**src/rtl/pc_sequencer.sv**
```systemverilog
// pc_sequencer: instruction-phase FSM and program-counter datapath.
// Steps through FETCH/DECODE/EXECUTE/COMMIT and drives the memory read
// handshake. A wait counter aborts a read that stalls too long. The next PC
// is computed at COMMIT from the jump-group selections.
module pc_sequencer #(
    parameter logic [15:0] RESET_VECTOR = 16'h0000,
    parameter int unsigned WAIT_MAX     = 15
) (
    input  logic        CLK,
    input  logic        RESET_N,
    input  logic [1:0]  PC_BASEX,
    input  logic [1:0]  PC_OFFSETX,
    input  logic [1:0]  ADDR_BUSX,
    input  logic        RDX,
    input  logic [15:0] REGB_DOUT,
    input  logic [15:0] DIN,
    input  logic        MEM_READY,
    output logic        FETCH,
    output logic        DECODE,
    output logic        EXECUTE,
    output logic        COMMIT,
    output logic [15:0] PC,
    output logic [15:0] HERE,
    output logic [15:0] ADDR,
    output logic        RD,
    output logic [15:0] INSTR,
    output logic [15:0] DIN_REG,
    output logic        BUS_ERROR
);

    localparam logic [1:0] PC_BASEX_0         = 2'd0;
    localparam logic [1:0] PC_BASEX_PC_A      = 2'd1;
    localparam logic [1:0] PC_BASEX_REGB_DOUT = 2'd2;

    localparam logic [1:0] PC_OFFSETX_0   = 2'd0;
    localparam logic [1:0] PC_OFFSETX_2   = 2'd1;
    localparam logic [1:0] PC_OFFSETX_4   = 2'd2;
    localparam logic [1:0] PC_OFFSETX_DIN = 2'd3;

    localparam logic [1:0] ADDR_BUSX_PC_A = 2'd0;
    localparam logic [1:0] ADDR_BUSX_HERE = 2'd1;

    localparam logic [7:0]  WAIT_LIM = 8'(WAIT_MAX);
    localparam logic [15:0] PC_RESET = {RESET_VECTOR[15:1], 1'b0};

    typedef enum logic [2:0] {
        ST_RST_IDLE,
        ST_FETCH,
        ST_DECODE,
        ST_EXECUTE,
        ST_COMMIT
    } state_t;

    state_t      state_q, state_d;
    logic [7:0]  wait_q, wait_d;
    logic [15:0] pc_q, pc_d;
    logic [15:0] instr_q;
    logic [15:0] din_reg_q;
    logic        bus_err_q;
    logic        abort;
    logic        rd;
    logic [15:0] here;
    logic [15:0] base;
    logic [15:0] offset;
    logic [15:0] sum;

    assign here = pc_q + 16'd2;

    // Phase state register.
    always_ff @(posedge CLK or negedge RESET_N) begin
        if (!RESET_N) begin
            state_q <= ST_RST_IDLE;
        end else begin
            state_q <= state_d;
        end
    end

    // Next phase; a stalled read at the wait limit aborts back to FETCH.
    always_comb begin
        state_d = state_q;
        abort   = 1'b0;
        case (state_q)
            ST_RST_IDLE: state_d = ST_FETCH;
            ST_FETCH: begin
                if (MEM_READY) begin
                    state_d = ST_DECODE;
                end else if (wait_q == WAIT_LIM) begin
                    abort = 1'b1;
                end
            end
            ST_DECODE: state_d = ST_EXECUTE;
            ST_EXECUTE: begin
                if (!RDX || MEM_READY) begin
                    state_d = ST_COMMIT;
                end else if (wait_q == WAIT_LIM) begin
                    abort   = 1'b1;
                    state_d = ST_FETCH;
                end
            end
            ST_COMMIT: state_d = ST_FETCH;
            default:   state_d = ST_RST_IDLE;
        endcase
    end

    // Phase strobes and memory bus decoded from the registered phase.
    always_comb begin
        FETCH   = (state_q == ST_FETCH);
        DECODE  = (state_q == ST_DECODE);
        EXECUTE = (state_q == ST_EXECUTE);
        COMMIT  = (state_q == ST_COMMIT);
        rd      = 1'b0;
        ADDR    = pc_q;
        if (state_q == ST_FETCH) begin
            rd = 1'b1;
        end else if (state_q == ST_EXECUTE && RDX) begin
            rd = 1'b1;
            if (ADDR_BUSX == ADDR_BUSX_HERE) begin
                ADDR = here;
            end else if (ADDR_BUSX == ADDR_BUSX_PC_A) begin
                ADDR = pc_q;
            end
        end
    end

    // Wait counter: counts stalled read cycles, cleared on any phase change or abort.
    always_comb begin
        wait_d = wait_q;
        if (state_d != state_q || abort) begin
            wait_d = '0;
        end else if (rd && !MEM_READY) begin
            wait_d = wait_q + 8'd1;
        end
    end

    // Next PC: base plus offset, wrapped to 16 bits and halfword aligned.
    always_comb begin
        base = pc_q;
        case (PC_BASEX)
            PC_BASEX_0:         base = '0;
            PC_BASEX_PC_A:      base = pc_q;
            PC_BASEX_REGB_DOUT: base = REGB_DOUT;
            default:            base = pc_q;
        endcase
        offset = '0;
        case (PC_OFFSETX)
            PC_OFFSETX_0:   offset = '0;
            PC_OFFSETX_2:   offset = 16'd2;
            PC_OFFSETX_4:   offset = 16'd4;
            PC_OFFSETX_DIN: offset = din_reg_q;
            default:        offset = '0;
        endcase
        sum  = base + offset;
        pc_d = {sum[15:1], 1'b0};
    end

    // Datapath registers: instruction/operand latches, PC, wait count, error pulse.
    always_ff @(posedge CLK or negedge RESET_N) begin
        if (!RESET_N) begin
            pc_q      <= PC_RESET;
            instr_q   <= '0;
            din_reg_q <= '0;
            wait_q    <= '0;
            bus_err_q <= 1'b0;
        end else begin
            wait_q    <= wait_d;
            bus_err_q <= abort;
            if (state_q == ST_FETCH && MEM_READY) begin
                instr_q <= DIN;
            end
            if (state_q == ST_EXECUTE && RDX && MEM_READY) begin
                din_reg_q <= DIN;
            end
            if (state_q == ST_COMMIT) begin
                pc_q <= pc_d;
            end
        end
    end

    assign PC        = pc_q;
    assign HERE      = here;
    assign RD        = rd;
    assign INSTR     = instr_q;
    assign DIN_REG   = din_reg_q;
    assign BUS_ERROR = bus_err_q;

endmodule
```
**config.mk**
```make
export PLATFORM = sky130hd
export DESIGN_NAME = pc_sequencer
export DESIGN_NICKNAME = d
export VERILOG_FILES = /design/src/rtl/pc_sequencer.sv
export SDC_FILE = /design/constraint.sdc
export NUM_CORES = 1
export LEC_CHECK = 0
export ABC_AREA = 1
export CAP_MARGIN = 30
export CORE_ASPECT_RATIO = 1.1
export CORE_UTILIZATION = 40
export CTS_BUF_LIST = sky130_fd_sc_hd__clkbuf_4 sky130_fd_sc_hd__clkbuf_8
export DETAILED_ROUTE_END_ITERATION = 7
export PLACE_DENSITY = 0.71
export SETUP_SLACK_MARGIN = 0.05
export SYNTH_ARGS = -nofsm -noshare
export SYNTH_HDL_FRONTEND = slang
export SYNTH_SLANG_ARGS = --single-unit
```
**constraint.sdc**
```tcl
create_clock -name CLK -period 2.1 [get_ports CLK]
set_input_delay 0.63 -clock CLK [delete_from_list [all_inputs] [get_ports CLK]]
set_output_delay 0.63 -clock CLK [all_outputs]
set_load 0.02 [all_outputs]
```
==> summary.md, run 1 <==
| Metric | Value |
|---|---|
| Final min period | between 2000 and 3000 ps |
| First-pass GRT wire length | approximately 22000 um |
| Util after Layout | 80.72% |
| Yosys warnings | 0 |
| # diodes | 0 |
| Clock latency on the worst-skew pair | 370 ps |
| Worst-path fanout max | 6 |
| Pre-CTS WS | -962.3 ps |
| Core ar. | 9444 um2 |
| Post-Syn Instances | 541 |
| DRC errors left | 0 |
| Violated checks | setup timing |
| Deepest clock path buffer count | 2 |
| Slew Limit Fails | 0 |
| Worst path required time | 1470 ps |
| Total leakage power | 0.003673 uW |
| Most frequent cells in the layout | buf_4 (105), nand2_1 (83), clkdlybuf4s50_1 (63), inv_1 (60), buf_6 (57) |
| Setup Skew | 10.95 ps |
| Number of max-cap violations | 0 |
| Vias in the first global route | 4730 |
| Layout cell share with drive strength beyond 1 | a little under half |
| Worst setup margin | -589.1 ps |
| Mapped Area | 3929 um2 |
| Critical Path End Type | primary output |
| DRT Wirelength | between 15000 and 20000 um |
| 1st-pass router iterations | 4 |
| Total gr overflow | 0 |
| CTS root buf | clkbuf_8 |
| Reg2Reg Depth | 17 |
| Crit path max-delay cell type | dfrtp_1 |
| Top cell by count, worst path | inv_2 |
| Antenna-violating nets left | 0 |
| CTS Buf Count | 9 |
| Most common cell after layout, fill and taps aside | buf_4 |
| Hold/Removal Path Class | primary input to async pin |
| Largest net degree at the start of global routing | 60 |
| Initial Util | 41.60% |
| Tot Pwr | roughly 11000 uW |
| Status | finished with violations |
| Area Overhead vs Synth | 94.04% |
| Final Setup Violations | between 40 and 50 |
| Die ar. | 10220 um2 |
| Critical path cell sequence | inv_2 -> nor2_4 -> inv_2 -> nor2_4 -> inv_2 -> nand3_4 -> inv_4 -> buf_12 -> buf_12 -> buf_6 -> o21ai_2 -> buf_6 |
| IO Port Bufs | 124 |
| Register area share after synthesis | 37.58% |
| Final Hold Viols | 0 |
| Die Ht | 105.9 um |
| Dpl cell area | 6312 um2 |
| IO Pins | approximately 130 |
| Drt via density | 5.175 |
| Nets | 857 |
| Distinct cell type count after synthesis | 38 |
| Die width | 96.50 um |
| Worst Setup Start Kind | flip-flop |
| Post-Layout Cell Count | 920 |
| # rows | 37 |
| Clk slew on worst S/H paths | 80 ps |
| CTS Hold Bufs | 0 |
| Critical Path Max Stage Delay | 400 ps |
| Dpl hpwl | 9321 um |
| CTS Sinks | 59 |
| WL/cell | between 15 and 20 um |
| Seq cells post-synth | 59 |
| TritonCTS clock tree | built |
| RSZ-0062 raised after global routing | true |
| GRT Util Overall | 28.22% |
| Fin crit share | 128.1% |
| Worst Path Arrival | roughly 2100 ps |
| Max Fclk | 371.9 MHz |
| CTS H-tree depth | 3 |
| Routability cong. | 0.8740 |
| Peak supply drop | just over 800 uV |
| DRT iter0 DRCs | around 260 |
| Antenna violations before repair | 0 |
| Final instance area | 7624 um2 |
| Placed Instances | 862 |
| Critical path class | flip-flop to primary output |
| Via count | 4761 |
| Pwr dens | 1384 nW/um2 |
| Mapped Avg Cell Area | 7.262 um2 |
## flip-flops by register name, summed over array words and instances, names as in the netlist
name	flops
wait_q	8
BUS_ERROR	1
PC	15
INSTR	16
state_q	3
DIN_REG	16
## worst max-delay path, delay by kind of cell (launching register included)
family | cells | cell delay (ps)
simple gates | 3 | 360
compound gates | 1 | 150
buf+inv | 8 | 770
flops | 1 | 400
## routing by layer
metal / track usage (%) / wire length [um] / up-vias
li1: - / - / 2245
met1: 30.01 / 5826 / 2261
met2: 51.86 / 8106 / 195
met3: 6.438 / 801 / 60
met4: 12.08 / 790 / 0
met5: 0 / 0 / -
## power breakdown
part / switching, uW / total (uW) / internal (uW)
sequential: 408 / 2030 / 1620
combinational: 3860 / 7440 / 3580
clock: 523 / 1090 / 563
## layout make-up
cell class / count / area [um2]
Clock inverter: 6 / 65.06
Tap cell: 117 / 146.4
Sequential cell: 59 / 1489
Inverter: 80 / 332.8
Fill cell: 597 / 1821
Clock buffer: 10 / 131.4
Multi-Input combinational cell: 384 / 2907
Timing Repair Buffer: 264 / 2552
## timing repair
action / CTS / global route
cloned: 4 / 0
pin swaps: 44 / 42
resized for setup: 318 / 92
buffers inserted: 31 / 15
endpoints found under the setup margin: 66 / 59
## cells in the mapped netlist (all sizes together)
master | instances | area (um2)
a21o | 1 | 7.510
a21oi | 20 | 103.9
a22oi | 1 | 7.510
a31oi | 1 | 6.260
and2 | 2 | 12.51
buf | 8 | 60.05
clkbuf | 12 | 45.04
conb | 1 | 3.750
dfrtp | 59 | 1476
fa | 1 | 20.02
ha | 16 | 200.2
inv | 80 | 300.3
nand2 | 125 | 476.7
nand3 | 45 | 247.7
nand3b | 2 | 15.01
nand4 | 4 | 25.02
nor2 | 43 | 181.4
nor3 | 8 | 50.05
nor4 | 4 | 40.04
o21a | 2 | 15.01
o21ai | 77 | 389.1
o31ai | 1 | 7.510
or2 | 3 | 18.77
xnor2 | 8 | 70.07
xor2 | 17 | 148.9
## logic make-up (layout without fill, tap and decap cells)
family                     Yosys count  count (layout)  share of synthesized area (%)
adders and majority gates           17              17                          5.605
other                                1               3                        0.09545
and+or+nand+nor                    236             236                          27.17
AOI/OAI and AO/OA                  103             103                          13.66
DFF                                 59              59                          37.58
xor gates and xnor gates            25              25                          5.573
buffers and inverters              100             360                          10.32
## path summary, 6_finish.rpt
path	endpoint	from	slack, ps
max	ADDR[4]	state_q[0]	-590
min	INSTR[0]	RESET_N	260
max reg2reg	PC[11]	PC[2]	-180
min reg2reg	wait_q[0]	wait_q[0]	490
max in group asynchronous	PC[6]	RESET_N	1570
min in group CLK	wait_q[0]	wait_q[0]	490
## stage by stage
stage | hold slack, ps | setup TNS, ps
floorplan | 334.4 | -1152
CTS | 268.6 | -8952
global placement | 473.3 | -29150
global route | 294.4 | -16700
detailed placement | 478.1 | -30870
finish | 258.6 | -13270
Power figures use the tool's default switching activity.
==> run 2, diff against run 1 <==
==> constraint.sdc (replaced) <==
create_clock -name CLK -period 2.1 [get_ports CLK]
set_input_delay 0.42 -clock CLK [delete_from_list [all_inputs] [get_ports CLK]]
set_output_delay 0.42 -clock CLK [all_outputs]
set_load 0.02 [all_outputs]
==> run 2 against run 1 <==
  * Critical endpoint is now ADDR[11]
  * Fmax rose by 13%
  * First-iteration DRC count shrank 46%
  * The run still ends with setup timing left
  * Largest cell class unchanged
  * Sequential power barely moved
==> summary.md, run 2 (synthesized netlist as in run 1, its figures left out) <==
| Metric | Value |
|---|---|
| CTS root buf | clkbuf_8 |
| Internal power | 5147 uW |
| Sw Share | 44.81% |
| Worst Path Arrival | 1950 ps |
| Largest net degree at the start of global routing | 33 |
| Placed Instances | 843 |
| Fin crit share | 113.0% |
| Worst setup margin | -272.4 ps |
| Status | finished with violations |
| Clk pwr share | 11.3% |
| Layout cell share with drive strength beyond 1 | between 30% and 40% |
| Hold/Removal Path Class | primary input to async pin |
| Critical Path End Type | primary output |
| Number of max-cap violations | 0 |
| Worst path required time | ~1700 ps |
| Total gr overflow | 0 |
| First-pass GRT wire length | 19840 um |
| DRT iter0 DRCs | 137 |
| Sw power | 4179 uW |
| Final Setup Violations | 21 |
| Final Hold Viols | 0 |
| Area Overhead vs Synth | 75.19% |
| IO Port Bufs | 124 |
| Initial Util | 41.60% |
| Post-Layout Cell Count | 889 |
| TritonCTS clock tree | built |
| Die width | 96.50 um |
| Total leakage power | between 0.003 and 0.004 uW |
| Most common cell after layout, fill and taps aside | nand2_1 |
| Final min period | between 2000 and 2500 ps |
| Die ar. | ~10000 um2 |
| CTS H-tree depth | 3 |
| Worst Setup Start Kind | flip-flop |
| Dpl cell area | 5944 um2 |
| Setup Skew | 10.14 ps |
| Antenna-violating nets left | 0 |
| # rows | 37 |
| Die Ht | 105.9 um |
| Sequential share of power | between 20% and 30% |
| Clk slew on worst S/H paths | 80 ps |
| Logic pwr share | 67.2% |
| Slew Limit Fails | 0 |
| Worst-path fanout max | 3 |
| CTS Sinks | 59 |
| Final instance area | 6883 um2 |
| RSZ-0062 raised after global routing | true |
| Dpl hpwl | 9321 um |
| Drt via density | between 4 and 5 |
| Core ar. | around 9400 um2 |
| Deepest clock path buffer count | 2 |
| GRT Util Overall | 25.29% |
| Violated checks | setup timing |
| WL/cell | 14.38 um |
| CTS Buf Count | 9 |
| Max Fclk | approximately 420 MHz |
| 1st-pass router iterations | 5 |
| Most frequent cells in the layout | nand2_1 (102), buf_4 (99), clkdlybuf4s50_1 (84), inv_1 (65), dfrtp_1 (52) |
| Vias in the first global route | 4248 |
| # diodes | 0 |
| Antenna violations before repair | 0 |
| Via count | 4401 |
| Max_slew headroom | between 50 and 60% |
| IO Pins | ~130 |
| CTS Hold Bufs | 0 |
| Nets | between 800 and 900 |
| Clock latency on the worst-skew pair | 340 ps |
| Slew @ Worst Pin | 614.6 ps |
| Tot Pwr | 9326 uW |
| Fillcell total | 710 |
| Peak supply drop | 736.1 uV |
| DRC errors left | 0 |
| Hold_ws | 84.38 ps |
| DRT Wirelength | 12790 um |
| Pwr dens | 1355 nW/um2 |
| Routability cong. | roughly 0.86 |
| Critical path class | flip-flop to primary output |
-- run 2: cell count changes in the layout (fill, tap and decap cells not counted), sizes merged --
cell           before  now
dlygate4sd2        20    8
inv                79   81
clkdlybuf4s15       1    2
dlymetal6s2s        2    0
clkbuf             12   11
clkinvlp            3    1
buf               175  137
clkdlybuf4s50      63   84
-- run 2: cell type report --
cell class / count / area (um2) / area share, %
Multi-Input combinational cell: 384 / 2560 / 37.19
Timing Repair Buffer: 233 / 2187 / 31.78
Sequential cell: 59 / 1485 / 21.58
Inverter: 80 / 307.8 / 4.472
Tap cell: 117 / 146.4 / 2.127
Clock buffer: 10 / 131.4 / 1.909
Clock inverter: 6 / 65.06 / 0.9453
-- run 2: per-stage QoR --
stage,util [%],setup TNS (ps),setup slack (ps)
3_5_place_dp,62.94,-16290,-662.8
4_1_cts,70.59,-3071,-254.4
6_report,72.88,-2566,-272.4
3_3_place_gp,62.94,-14550,-522.1
5_1_grt,72.88,-4481,-369.1
2_1_floorplan,-,0,16.23
-- run 2: power groups by stage --
| stage | Combinational (uW) | Sequential (uW) | Clock, uW |
|---|---|---|---|
| floorplan | 2160 | 2500 | 0 |
| global placement | 5510 | 1970 | 0 |
| detailed placement | 5590 | 1980 | 0 |
| CTS | 5910 | 2000 | 1050 |
| global route | 6750 | 2070 | 1110 |
| finish | 6270 | 2000 | 1050 |
-- run 2: what timing repair did --
action / 4_1_cts / 5_1_grt
hold endpoints to repair: 0 / 0
endpoints found under the setup margin: 47 / 40
gates resized for setup: 240 / 81
cloned: 4 / 0
pin swaps: 34 / 35
buffers inserted: 19 / 13
-- run 2: worst max-delay path, cell delays in order, from the launching register on --
cell,delay (ps)
dfrtp_2,410
ha_4,160
nand3_4,90
nor3_4,190
nand3_2,150
nor2_4,140
nand2_1,70
nand2_1,70
nand3_1,70
o21ai_1,90
buf_4,170
-- run 2: routing by layer --
layer,vias to the layer above,wire length (um),global-route usage [%]
met3,28,646,4.435
met4,0,374,10.19
li1,2184,-,-
met1,2036,5178,29.03
met5,-,0,0
met2,153,6588,45.42
-- run 2: final timing paths --
check | slack (ps) | startpoint | depth (start not counted) | endpoint
min in group CLK | 490 | wait_q[0] | 1 | wait_q[0]
max in group asynchronous | 1420 | RESET_N | 2 | PC[8]
max reg2reg | 60 | PC[4] | 12 | PC[14]
min | 80 | RESET_N | 1 | INSTR[0]
max | -270 | PC[1] | 10 | ADDR[11]
min reg2reg | 490 | wait_q[0] | 1 | wait_q[0]
